**src/rtl/sram_phase_sequencer_pkg.sv**
```systemverilog
// Shared types for the SRAM phase sequencer: FSM states, owner grant codes and
// the packed SRAM request bundle carried from each master to the port mux.
package sram_phase_sequencer_pkg;

    typedef enum logic [2:0] {
        S_TOP_IDLE,
        S_TOP_HANDOVER,
        S_TOP_UART_RX,
        S_TOP_M2_RUN,
        S_TOP_M1_RUN,
        S_TOP_DISPLAY,
        S_TOP_ERROR
    } top_state_type;

    localparam logic [2:0] OWN_NONE = 3'd0;
    localparam logic [2:0] OWN_UART = 3'd1;
    localparam logic [2:0] OWN_M2   = 3'd2;
    localparam logic [2:0] OWN_M1   = 3'd3;
    localparam logic [2:0] OWN_VGA  = 3'd4;

    localparam int SRAM_ADDR_W = 18;
    localparam int SRAM_DATA_W = 16;

    typedef struct packed {
        logic [SRAM_ADDR_W-1:0] addr;
        logic [SRAM_DATA_W-1:0] wdata;
        logic                   we_n;
    } sram_req_t;

    // Parked port value: nobody writes while the port is unowned.
    localparam sram_req_t SRAM_IDLE_REQ = '{addr: '0, wdata: '0, we_n: 1'b1};

    function automatic top_state_type owner_to_state(input logic [2:0] own);
        case (own)
            OWN_UART: owner_to_state = S_TOP_UART_RX;
            OWN_M2:   owner_to_state = S_TOP_M2_RUN;
            OWN_M1:   owner_to_state = S_TOP_M1_RUN;
            OWN_VGA:  owner_to_state = S_TOP_DISPLAY;
            default:  owner_to_state = S_TOP_IDLE;
        endcase
    endfunction

endpackage

```
**src/rtl/sram_port_mux.sv**
```systemverilog
// Combinational SRAM port mux: passes the owning master's request straight through.
// Zero latency; no backpressure, an unowned port parks at address 0 with writes off.
module sram_port_mux
    import sram_phase_sequencer_pkg::*;
(
    input  logic [2:0] owner,
    input  sram_req_t  uart_req,
    input  sram_req_t  m2_req,
    input  sram_req_t  m1_req,
    input  sram_req_t  vga_req,
    output sram_req_t  sram_req
);

    always_comb begin
        sram_req = SRAM_IDLE_REQ;
        case (owner)
            OWN_UART: sram_req = uart_req;
            OWN_M2:   sram_req = m2_req;
            OWN_M1:   sram_req = m1_req;
            OWN_VGA:  sram_req = vga_req;
            default:  sram_req = SRAM_IDLE_REQ;
        endcase
    end

endmodule

```
**src/rtl/sram_phase_sequencer.sv**
```systemverilog
// Phase sequencer owning the SRAM port: UART -> M2 -> M1 -> VGA with guarded handovers.
// Done-to-next-start latency GUARD_CYCLES+1; masters are never stalled, only granted.
module sram_phase_sequencer
    import sram_phase_sequencer_pkg::*;
#(
    parameter int unsigned GUARD_CYCLES   = 2,
    parameter logic [31:0] WATCHDOG_LIMIT = 32'd4000000
) (
    input  logic        CLOCK_50_I,
    input  logic        Reset,
    input  logic        top_start,
    input  logic        skip_m2,
    input  logic        UART_done,
    input  logic        M2_done,
    input  logic        M1_done,
    output logic        UART_start,
    output logic        M2_start,
    output logic        M1_start,
    output logic        VGA_enable,
    input  logic [17:0] UART_SRAM_address,
    input  logic [15:0] UART_SRAM_write_data,
    input  logic        UART_SRAM_we_n,
    input  logic [17:0] M2_SRAM_address,
    input  logic [15:0] M2_SRAM_write_data,
    input  logic        M2_SRAM_we_n,
    input  logic [17:0] M1_SRAM_address,
    input  logic [15:0] M1_SRAM_write_data,
    input  logic        M1_SRAM_we_n,
    input  logic [17:0] VGA_SRAM_address,
    input  logic [15:0] VGA_SRAM_write_data,
    input  logic        VGA_SRAM_we_n,
    output logic [17:0] SRAM_address,
    output logic [15:0] SRAM_write_data,
    output logic        SRAM_we_n,
    output logic [2:0]  owner,
    output logic        busy,
    output logic        wdog_error,
    output logic [2:0]  err_phase
);

    localparam logic [3:0]  GUARD_LAST = 4'(GUARD_CYCLES - 1);
    localparam logic [31:0] WDOG_LAST  = WATCHDOG_LIMIT - 32'd1;
    localparam logic        WDOG_EN    = (WATCHDOG_LIMIT != 32'd0);

    top_state_type state_q, state_d;
    logic [2:0]    next_q, next_d;
    logic [2:0]    owner_q, owner_d;
    logic [3:0]    guard_q, guard_d;
    logic [31:0]   wdog_cnt_q, wdog_cnt_d;
    logic          uart_start_q, uart_start_d;
    logic          m2_start_q, m2_start_d;
    logic          m1_start_q, m1_start_d;
    logic          vga_en_q, vga_en_d;
    logic          busy_q, busy_d;
    logic          wdog_error_q, wdog_error_d;
    logic [2:0]    err_phase_q, err_phase_d;

    logic          run_done;
    logic          wdog_hit;

    // The start flop doubles as the first-cycle marker, masking done in that cycle.
    assign run_done = ((state_q == S_TOP_M2_RUN) && M2_done && !m2_start_q) ||
                      ((state_q == S_TOP_M1_RUN) && M1_done && !m1_start_q);
    assign wdog_hit = WDOG_EN && (wdog_cnt_q == WDOG_LAST);

    always_comb begin
        state_d      = state_q;
        next_d       = next_q;
        owner_d      = owner_q;
        guard_d      = guard_q;
        wdog_cnt_d   = wdog_cnt_q;
        uart_start_d = 1'b0;
        m2_start_d   = 1'b0;
        m1_start_d   = 1'b0;
        wdog_error_d = wdog_error_q;
        err_phase_d  = err_phase_q;

        case (state_q)
            S_TOP_IDLE, S_TOP_DISPLAY, S_TOP_ERROR: begin
                if (top_start) begin
                    state_d      = S_TOP_HANDOVER;
                    next_d       = OWN_UART;
                    owner_d      = OWN_NONE;
                    guard_d      = '0;
                    wdog_error_d = 1'b0;
                end
            end
            S_TOP_HANDOVER: begin
                if (guard_q == GUARD_LAST) begin
                    state_d      = owner_to_state(next_q);
                    owner_d      = next_q;
                    guard_d      = '0;
                    wdog_cnt_d   = '0;
                    uart_start_d = (next_q == OWN_UART);
                    m2_start_d   = (next_q == OWN_M2);
                    m1_start_d   = (next_q == OWN_M1);
                end else begin
                    guard_d = guard_q + 4'd1;
                end
            end
            S_TOP_UART_RX: begin
                if (UART_done && !uart_start_q) begin
                    state_d = S_TOP_HANDOVER;
                    owner_d = OWN_NONE;
                    guard_d = '0;
                    next_d  = skip_m2 ? OWN_M1 : OWN_M2;
                end
            end
            S_TOP_M2_RUN, S_TOP_M1_RUN: begin
                // Done is checked before expiry so a last-cycle completion still counts.
                if (run_done) begin
                    state_d = S_TOP_HANDOVER;
                    owner_d = OWN_NONE;
                    guard_d = '0;
                    next_d  = (state_q == S_TOP_M2_RUN) ? OWN_M1 : OWN_VGA;
                end else if (wdog_hit) begin
                    state_d      = S_TOP_ERROR;
                    owner_d      = OWN_NONE;
                    wdog_error_d = 1'b1;
                    err_phase_d  = owner_q;
                end else begin
                    wdog_cnt_d = wdog_cnt_q + 32'd1;
                end
            end
            default: begin
                state_d = S_TOP_IDLE;
                owner_d = OWN_NONE;
            end
        endcase

        vga_en_d = (state_d == S_TOP_DISPLAY);
        busy_d   = !((state_d == S_TOP_IDLE) || (state_d == S_TOP_DISPLAY) ||
                     (state_d == S_TOP_ERROR));
    end

    always_ff @(posedge CLOCK_50_I) begin
        if (Reset) begin
            state_q      <= S_TOP_IDLE;
            next_q       <= OWN_NONE;
            owner_q      <= OWN_NONE;
            guard_q      <= '0;
            wdog_cnt_q   <= '0;
            uart_start_q <= 1'b0;
            m2_start_q   <= 1'b0;
            m1_start_q   <= 1'b0;
            vga_en_q     <= 1'b0;
            busy_q       <= 1'b0;
            wdog_error_q <= 1'b0;
            err_phase_q  <= OWN_NONE;
        end else begin
            state_q      <= state_d;
            next_q       <= next_d;
            owner_q      <= owner_d;
            guard_q      <= guard_d;
            wdog_cnt_q   <= wdog_cnt_d;
            uart_start_q <= uart_start_d;
            m2_start_q   <= m2_start_d;
            m1_start_q   <= m1_start_d;
            vga_en_q     <= vga_en_d;
            busy_q       <= busy_d;
            wdog_error_q <= wdog_error_d;
            err_phase_q  <= err_phase_d;
        end
    end

    assign UART_start = uart_start_q;
    assign M2_start   = m2_start_q;
    assign M1_start   = m1_start_q;
    assign VGA_enable = vga_en_q;
    assign owner      = owner_q;
    assign busy       = busy_q;
    assign wdog_error = wdog_error_q;
    assign err_phase  = err_phase_q;

    sram_req_t uart_req, m2_req, m1_req, vga_req, sram_req;

    assign uart_req = '{addr: UART_SRAM_address, wdata: UART_SRAM_write_data, we_n: UART_SRAM_we_n};
    assign m2_req   = '{addr: M2_SRAM_address,   wdata: M2_SRAM_write_data,   we_n: M2_SRAM_we_n};
    assign m1_req   = '{addr: M1_SRAM_address,   wdata: M1_SRAM_write_data,   we_n: M1_SRAM_we_n};
    assign vga_req  = '{addr: VGA_SRAM_address,  wdata: VGA_SRAM_write_data,  we_n: VGA_SRAM_we_n};

    sram_port_mux u_port_mux (
        .owner    (owner_q),
        .uart_req (uart_req),
        .m2_req   (m2_req),
        .m1_req   (m1_req),
        .vga_req  (vga_req),
        .sram_req (sram_req)
    );

    assign SRAM_address    = sram_req.addr;
    assign SRAM_write_data = sram_req.wdata;
    assign SRAM_we_n       = sram_req.we_n;

endmodule
```
**config.mk**
```make
export PLATFORM = sky130hd
export DESIGN_NAME = sram_phase_sequencer
export DESIGN_NICKNAME = d
export VERILOG_FILES = /design/src/rtl/sram_phase_sequencer_pkg.sv /design/src/rtl/sram_port_mux.sv /design/src/rtl/sram_phase_sequencer.sv
export SDC_FILE = /design/constraint.sdc
export NUM_CORES = 1
export LEC_CHECK = 0
export ABC_AREA = 1
export BUFFER_PORTS_ARGS = -buffer_cell sky130_fd_sc_hd__buf_2
export CORE_MARGIN = 10
export CORE_UTILIZATION = 50
export CTS_BUF_LIST = sky130_fd_sc_hd__clkbuf_8
export CTS_CLUSTER_SIZE = 30
export DETAILED_ROUTE_END_ITERATION = 7
export GPL_ROUTABILITY_DRIVEN = 1
export PLACE_DENSITY = 0.85
export SLEW_MARGIN = 20
export SYNTH_ARGS = -nofsm -noshare
export SYNTH_HDL_FRONTEND = slang
export SYNTH_SLANG_ARGS = --single-unit
export TNS_END_PERCENT = 5
```
**constraint.sdc**
```tcl
create_clock -name CLOCK_50_I -period 4 [get_ports CLOCK_50_I]
set_clock_uncertainty 0.2 [all_clocks]
set_input_delay 0.8 -clock CLOCK_50_I [delete_from_list [all_inputs] [get_ports CLOCK_50_I]]
set_output_delay 0.8 -clock CLOCK_50_I [all_outputs]
set_load 0.1 [all_outputs]
```
==> summary.md, run 1 <==
| Metric | Value |
|---|---|
| Outcome | `completed` |
| Clk slew on worst S/H paths | `about 0.090 ns` |
| Pre-antenna DRT Iters | `5` |
| Setup Buffers After CTS | `0` |
| Seq/Total Area, Yosys | `0.2540` |
| End-of-flow core utilization | `0.7153` |
| Seq cells post-synth | `54` |
| Die width | `roughly 110 um` |
| Design Area, Final | `around 5900 sq um` |
| Tmin final | `about 3.4 ns` |
| Fmax | `~300 MHz` |
| Max cap viols | `0` |
| Gr usage total | `0.2558` |
| Final Hold Viols | `0` |
| Fraction of layout instances using a drive strength above 1 | `0.2732` |
| Clock sinks | `between 50 and 60` |
| Syn_area_per_cell | `slightly below 6 sq um` |
| Synth-to-layout area growth | `38.77%` |
| Worst path arrival time | `~2.4 ns` |
| Yosys top cell by area | `dfxtp_1` |
| CTS Buffer Depth | `2` |
| Global-route wire length before repair | `27140 um` |
| Synth warn | `0` |
| Via count | `about 5700` |
| Die height | `between 100 and 150 um` |
| CTS Root Cell | `clkbuf_8` |
| Max-slew headroom | `0.3470` |
| DP Area | `approximately 5800 sq um` |
| Final Max Slew Viols | `0` |
| Num ports | `between 150 and 200` |
| Commonest cells after routing, fill and taps aside | `160 x nand2_1, 158 x buf_2, 92 x inv_1` |
| Largest net degree at the start of global routing | `40` |
| Max H-tree Level | `2` |
| CP required | `~3.0 ns` |
| Clk_lat worst skew | `about 0.31 ns` |
| Distinct cells, synth | `35` |
| Total grt overflow | `0` |
| Final Cycle Share | `0.8458` |
| DRC | `0` |
| CTS resizes | `0` |
| Cell row count | `33` |
| Wire per inst | `approximately 17 um` |
| Min-Delay Path Class | `flip-flop to flip-flop` |
| # setup viols final | `0` |
| Vias per cell | `around 5.7` |
| Syn nets | `868` |
| Unrepaired setup endpoints after global routing | `no` |
| TritonCTS clock tree | `built` |
| Routed WL | `17430 um` |
| Final-stage net count | `~1000` |
| Antenna violations before repair | `5` |
| P_leak | `approximately 2.6 nW` |
| Crit. End Element | `output pin` |
| Core area | `about 8300 sq um` |
| GPL Wtd Cong | `about 0.96` |
| Dpl hpwl | `between 10000 and 15000 um` |
| Synth area leaders | `dfxtp_1 25%, nand2_1 14%, nand3_1 9.4%, inv_1 8.0%, nand4_1 7.3%` |
| Post-CTS Hold Buffers | `0` |
| Post-Syn Instances | `about 700` |
| Peak VDD IR | `approximately 0.22 mV` |
| Num CTS Buffers | `5` |
| Startpoint types | `flip-flop` |
| Crit Path Class | `flip-flop to output pin` |
| Largest fanout on the critical path | `39` |
| Full die area | `about 13000 sq um` |
| Vias in the first global route | `between 5000 and 6000` |
| Cell Area, Synth | `between 4000 and 5000 sq um` |
| Final ANT Viol Nets | `0` |
| Commonest non-fill, non-tap cell in the layout | `nand2_1` |
| Port Buf Inserts | `~190` |
| Starting DRT DRC Count | `approximately 700` |
| Yosys top cell area share | `0.2540` |
| Initial Util | `0.5155` |
| PD cells | `between 300 and 400 nW/um^2` |
| Tightest Pin Transition | `approximately 1 ns` |
==> metal layers <==
metal | wire, um | global-route usage | vias up
met1 | 7038 | 0.3255 | 2582
met5 | 0 | 0 | -
met3 | 1420 | 0.05325 | 28
met2 | 8590 | 0.4253 | 275
met4 | 382 | 0.07445 | 0
li1 | - | - | 2784
==> sequential cells by signal (all words and copies together), names as in the netlist <==
register and flops:
VGA_enable 1, owner 3, err_phase 3, guard_q 4, busy 1, state_q 3
wdog_cnt_q 32, UART_start 1, next_q 3, wdog_error 1, M2_start 1, M1_start 1
==> synth_stat cells (all sizes together) <==
cell,n
and3b,1
a21oi,40
a311oi,1
nand4,50
nor2,93
o21ai,29
a21o,1
xor2,1
and3,2
nand3,82
nor3,21
buf,6
nand2,163
a31oi,2
clkbuf,28
inv,102
ha,3
dfxtp,54
nor4,1
o21bai,1
xnor2,1
o2111ai,34
or2,2
==> cell type report <==
type	instances	area (sq um)
Multi-Input combinational cell	528	2661
Clock inverter	3	17.52
Clock buffer	5	68.82
Tap cell	105	131.4
Inverter	102	382.9
Antenna cell	5	12.51
Sequential cell	54	1081
Timing Repair Buffer	201	1551
Fill cell	748	2351
==> stage by stage <==
step	hold slack (ns)	setup slack, ns	std cells	TNS, ns	power (mW)
global route	0.2746	0.4815	1003	0	2.390
detailed placement	0.2356	0.9728	990	0	2.015
floorplan	0.2436	-0.2375	718	-7.286	1.492
global placement	0.2322	1.004	990	0	2.007
CTS	0.2495	0.6269	998	0	2.313
finish	0.2468	0.6167	1003	0	2.309
==> kinds of logic after synthesis <==
| group | after synthesis | synth area share |
|---|---|---|
| flip-flops | 54 | 0.2540 |
| adder cells (fa/ha/maj) | 3 | 0.008819 |
| AO/OA/AOI/OAI | 108 | 0.1605 |
| AND/OR/NAND/NOR | 415 | 0.4500 |
| XOR/XNOR | 2 | 0.004116 |
| buffers and inverters | 136 | 0.1226 |
==> where the power goes <==
part / total [mW] / switching (mW) / internal (mW)
sequential: 0.568 / 0.0183 / 0.550
combinational: 1.44 / 0.994 / 0.446
clock: 0.300 / 0.179 / 0.121
==> worst paths after layout <==
check / start / end / slack, ns / cells after the start
setup / recovery: owner[2] / SRAM_write_data[10] / 0.62 / 6
hold / removal: err_phase[1] / err_phase[1] / 0.25 / 2
setup reg to reg: wdog_cnt_q[0] / wdog_cnt_q[27] / 1.16 / 12
hold reg to reg: err_phase[1] / err_phase[1] / 0.25 / 2
==> worst max-delay path, stage by stage, from the launching register on <==
cell and delay [ns]:
dfxtp_1 0.31, buf_4 0.20, inv_2 0.45, nand3_1 0.15, buf_4 0.29, o2111ai_1 0.43, buf_12 0.23
(Power assumes the default switching activity.)
==> inputs of run 2 (changes only) <==
- CORE_UTILIZATION: 50 -> 44
- PLACE_DENSITY: 0.85 -> 0.79
- clock period: 4 -> 2.83 ns (I/O delays scaled with it)
==> run 2 against run 1 <==
Sequential share of layout area shrank 1.8 points. Critical path depth up 1. Sequential power grew 45%. Register-to-register slack got worse by 0.73 ns. Power is 55% higher. Flip-flop and latch count unchanged. Global-route usage about the same. Cell area increased by 12%. Combinational power grew 56%. First-iteration DRC count increased by 3.3%. Largest cell class unchanged.
==> summary.md, run 2 (synthesis results as in run 1) <==
| Metric | Value |
|---|---|
| Design internal power | `around 1.8 mW` |
| Fraction of layout instances using a drive strength above 1 | `0.3226` |
| Initial Util | `0.4563` |
| Final Max Slew Viols | `0` |
| Gr usage total | `0.2557` |
| TritonCTS clock tree | `built` |
| Cell row count | `35` |
| CTS Root Cell | `clkbuf_8` |
| Total grt overflow | `0` |
| CTS resizes | `1` |
| Synth-to-layout area growth | `55.06%` |
| Commonest cells after routing, fill and taps aside | `160 x nand2_1, 158 x buf_2, 91 x inv_1` |
| Post-CTS Hold Buffers | `0` |
| Worst Path Buf+Inv | `3` |
| Unrepaired setup endpoints after global routing | `yes` |
| Commonest non-fill, non-tap cell in the layout | `nand2_1` |
| Outcome | `completed` |
| Final Cycle Share | `0.9680` |
| Max FFs per register | `32` |
| Switching share of power | `0.4990` |
| Max-slew headroom | `0.6508` |
| Crit Path Class | `flip-flop to output pin` |
| Routed WL | `~19000 um` |
| Filler instances | `781` |
| Slowest CP cell | `dfxtp_4` |
| CP required | `2.06 ns` |
| Final ANT Viol Nets | `0` |
| Setup Buffers After CTS | `0` |
| Comb pwr share | `0.627` |
| NetSw | `around 1.8 mW` |
| Full die area | `between 10000 and 15000 sq um` |
| End-of-flow core utilization | `0.7076` |
| CTS Buffer Depth | `2` |
| Pre-antenna DRT Iters | `5` |
| Startpoint types | `flip-flop` |
| Num ports | `approximately 190` |
| Peak VDD IR | `0.3453 mV` |
| Largest fanout on the critical path | `20` |
| Crit path max-delay family | `buffers and inverters` |
| Port Buf Inserts | `around 190` |
| Proportion of power drawn by the clock network | `0.143` |
| Max H-tree Level | `2` |
| GPL Wtd Cong | `about 0.96` |
| Dpl hpwl | `between 15000 and 20000 um` |
| Antenna violations before repair | `8` |
| Critical Path Max Stage Delay | `~0.42 ns` |
| Worst path arrival time | `a little under 2 ns` |
| Max cap viols | `0` |
| Critical-path cell list | `inv_2, buf_4, nand3_1, nor2_1, a311oi_1, o21ai_2, buf_12` |
| Wire per inst | `18.15 um` |
| Global-route wire length before repair | `between 20000 and 30000 um` |
| PD cells | `around 540 nW/um^2` |
| P_leak | `2.828 nW` |
| Largest net degree at the start of global routing | `30` |
| Top reg by flops | `wdog_cnt_q` |
| Clk_lat worst skew | `between 0.3 and 0.4 ns` |
| Final-stage net count | `1048` |
| Vias in the first global route | `roughly 5500` |
| Tightest Pin Transition | `0.5190 ns` |
| Final Hold Viols | `0` |
| Die width | `around 120 um` |
| Largest registers | `wdog_cnt_q x32, guard_q x4` |
| DRC | `0` |
| Clock sinks | `54` |
| Num CTS Buffers | `5` |
| Clk slew on worst S/H paths | `0.10 ns` |
| Via count | `just under 6000` |
| Sequential Power Share | `0.230` |
| Starting DRT DRC Count | `slightly above 700` |
| Tmin final | `about 2.7 ns` |
| # setup viols final | `0` |
| Setup_tns | `0 ns` |
| Die height | `about 120 um` |
| Min-Delay Path Class | `flip-flop to flip-flop` |
| Fmax | `365.0 MHz` |
| Vias per cell | `between 5 and 6` |
| Crit. End Element | `output pin` |
| Core area | `between 9000 and 10000 sq um` |
-- run 2: cell types whose count changed in the layout (fill, tap and decap cells not counted), moves of 2 or more --
cell       delta
buf_4         +5
diode_2       +3
dfxtp_1       -3
clkbuf_8      +3
o2111ai_4    +30
o2111ai_2     +4
o2111ai_1    -34
dfxtp_4       +2
-- run 2: stage by stage --
step,hold WS [ns],setup slack [ns],cell area (sq um),cells,power (mW)
after CTS,0.2545,0.004325,6574,1028,3.566
after global placement,0.2337,0.3903,6459,1020,3.044
final,0.2535,0.09059,6600,1036,3.572
after floorplan,0.2436,0.02307,4831,718,2.303
after global routing,0.2822,0.001438,6600,1036,3.692
after detailed placement,0.2403,0.3438,6459,1020,3.070
-- run 2: per-layer routing --
metal / track usage / routed length (um) / vias up
met5: 0 / 0 / -
met3: 0.04426 / 1391 / 39
met1: 0.2953 / 7373 / 2663
li1: - / - / 2798
met2: 0.4527 / 9468 / 288
met4: 0.1090 / 573 / 0
-- run 2: area by class of cell --
cell class | count | area (sq um) | share of cell area
Antenna cell | 8 | 20.02 | 0.003033
Clock buffer | 8 | 110.1 | 0.01668
Inverter | 102 | 385.4 | 0.05839
Multi-Input combinational cell | 528 | 3233 | 0.4899
Sequential cell | 54 | 1090 | 0.1651
Tap cell | 129 | 161.4 | 0.02446
Timing Repair Buffer | 207 | 1600 | 0.2425
-- run 2: worst register-to-register path: stages, from the launching register on --
cell and delay, ns:
dfxtp_1 0.38, ha_1 0.18, inv_1 0.06, nor2_2 0.18, nand2_2 0.16, nor2_4 0.16
nand3_2 0.10, nand2_2 0.25, inv_2 0.20, nand2_1 0.18, nor2_1 0.08, a21oi_1 0.12
nor2_1 0.05
-- run 2: final timing paths --
path,to,cells past startpoint,slack (ns),startpoint
hold reg to reg,err_phase[0],2,0.25,err_phase[0]
hold / removal,err_phase[0],2,0.25,err_phase[0]
setup / recovery,SRAM_we_n,7,0.09,owner[0]
setup reg to reg,wdog_cnt_q[27],12,0.43,wdog_cnt_q[0]
-- run 2: power groups by stage --
stage / combinational [mW] / clock (mW) / sequential (mW)
4_1_cts: 2.24 / 0.508 / 0.820
5_1_grt: 2.32 / 0.541 / 0.827
2_1_floorplan: 1.42 / 0 / 0.886
3_3_place_gp: 2.21 / 0 / 0.835
6_report: 2.24 / 0.509 / 0.822
3_5_place_dp: 2.23 / 0 / 0.837
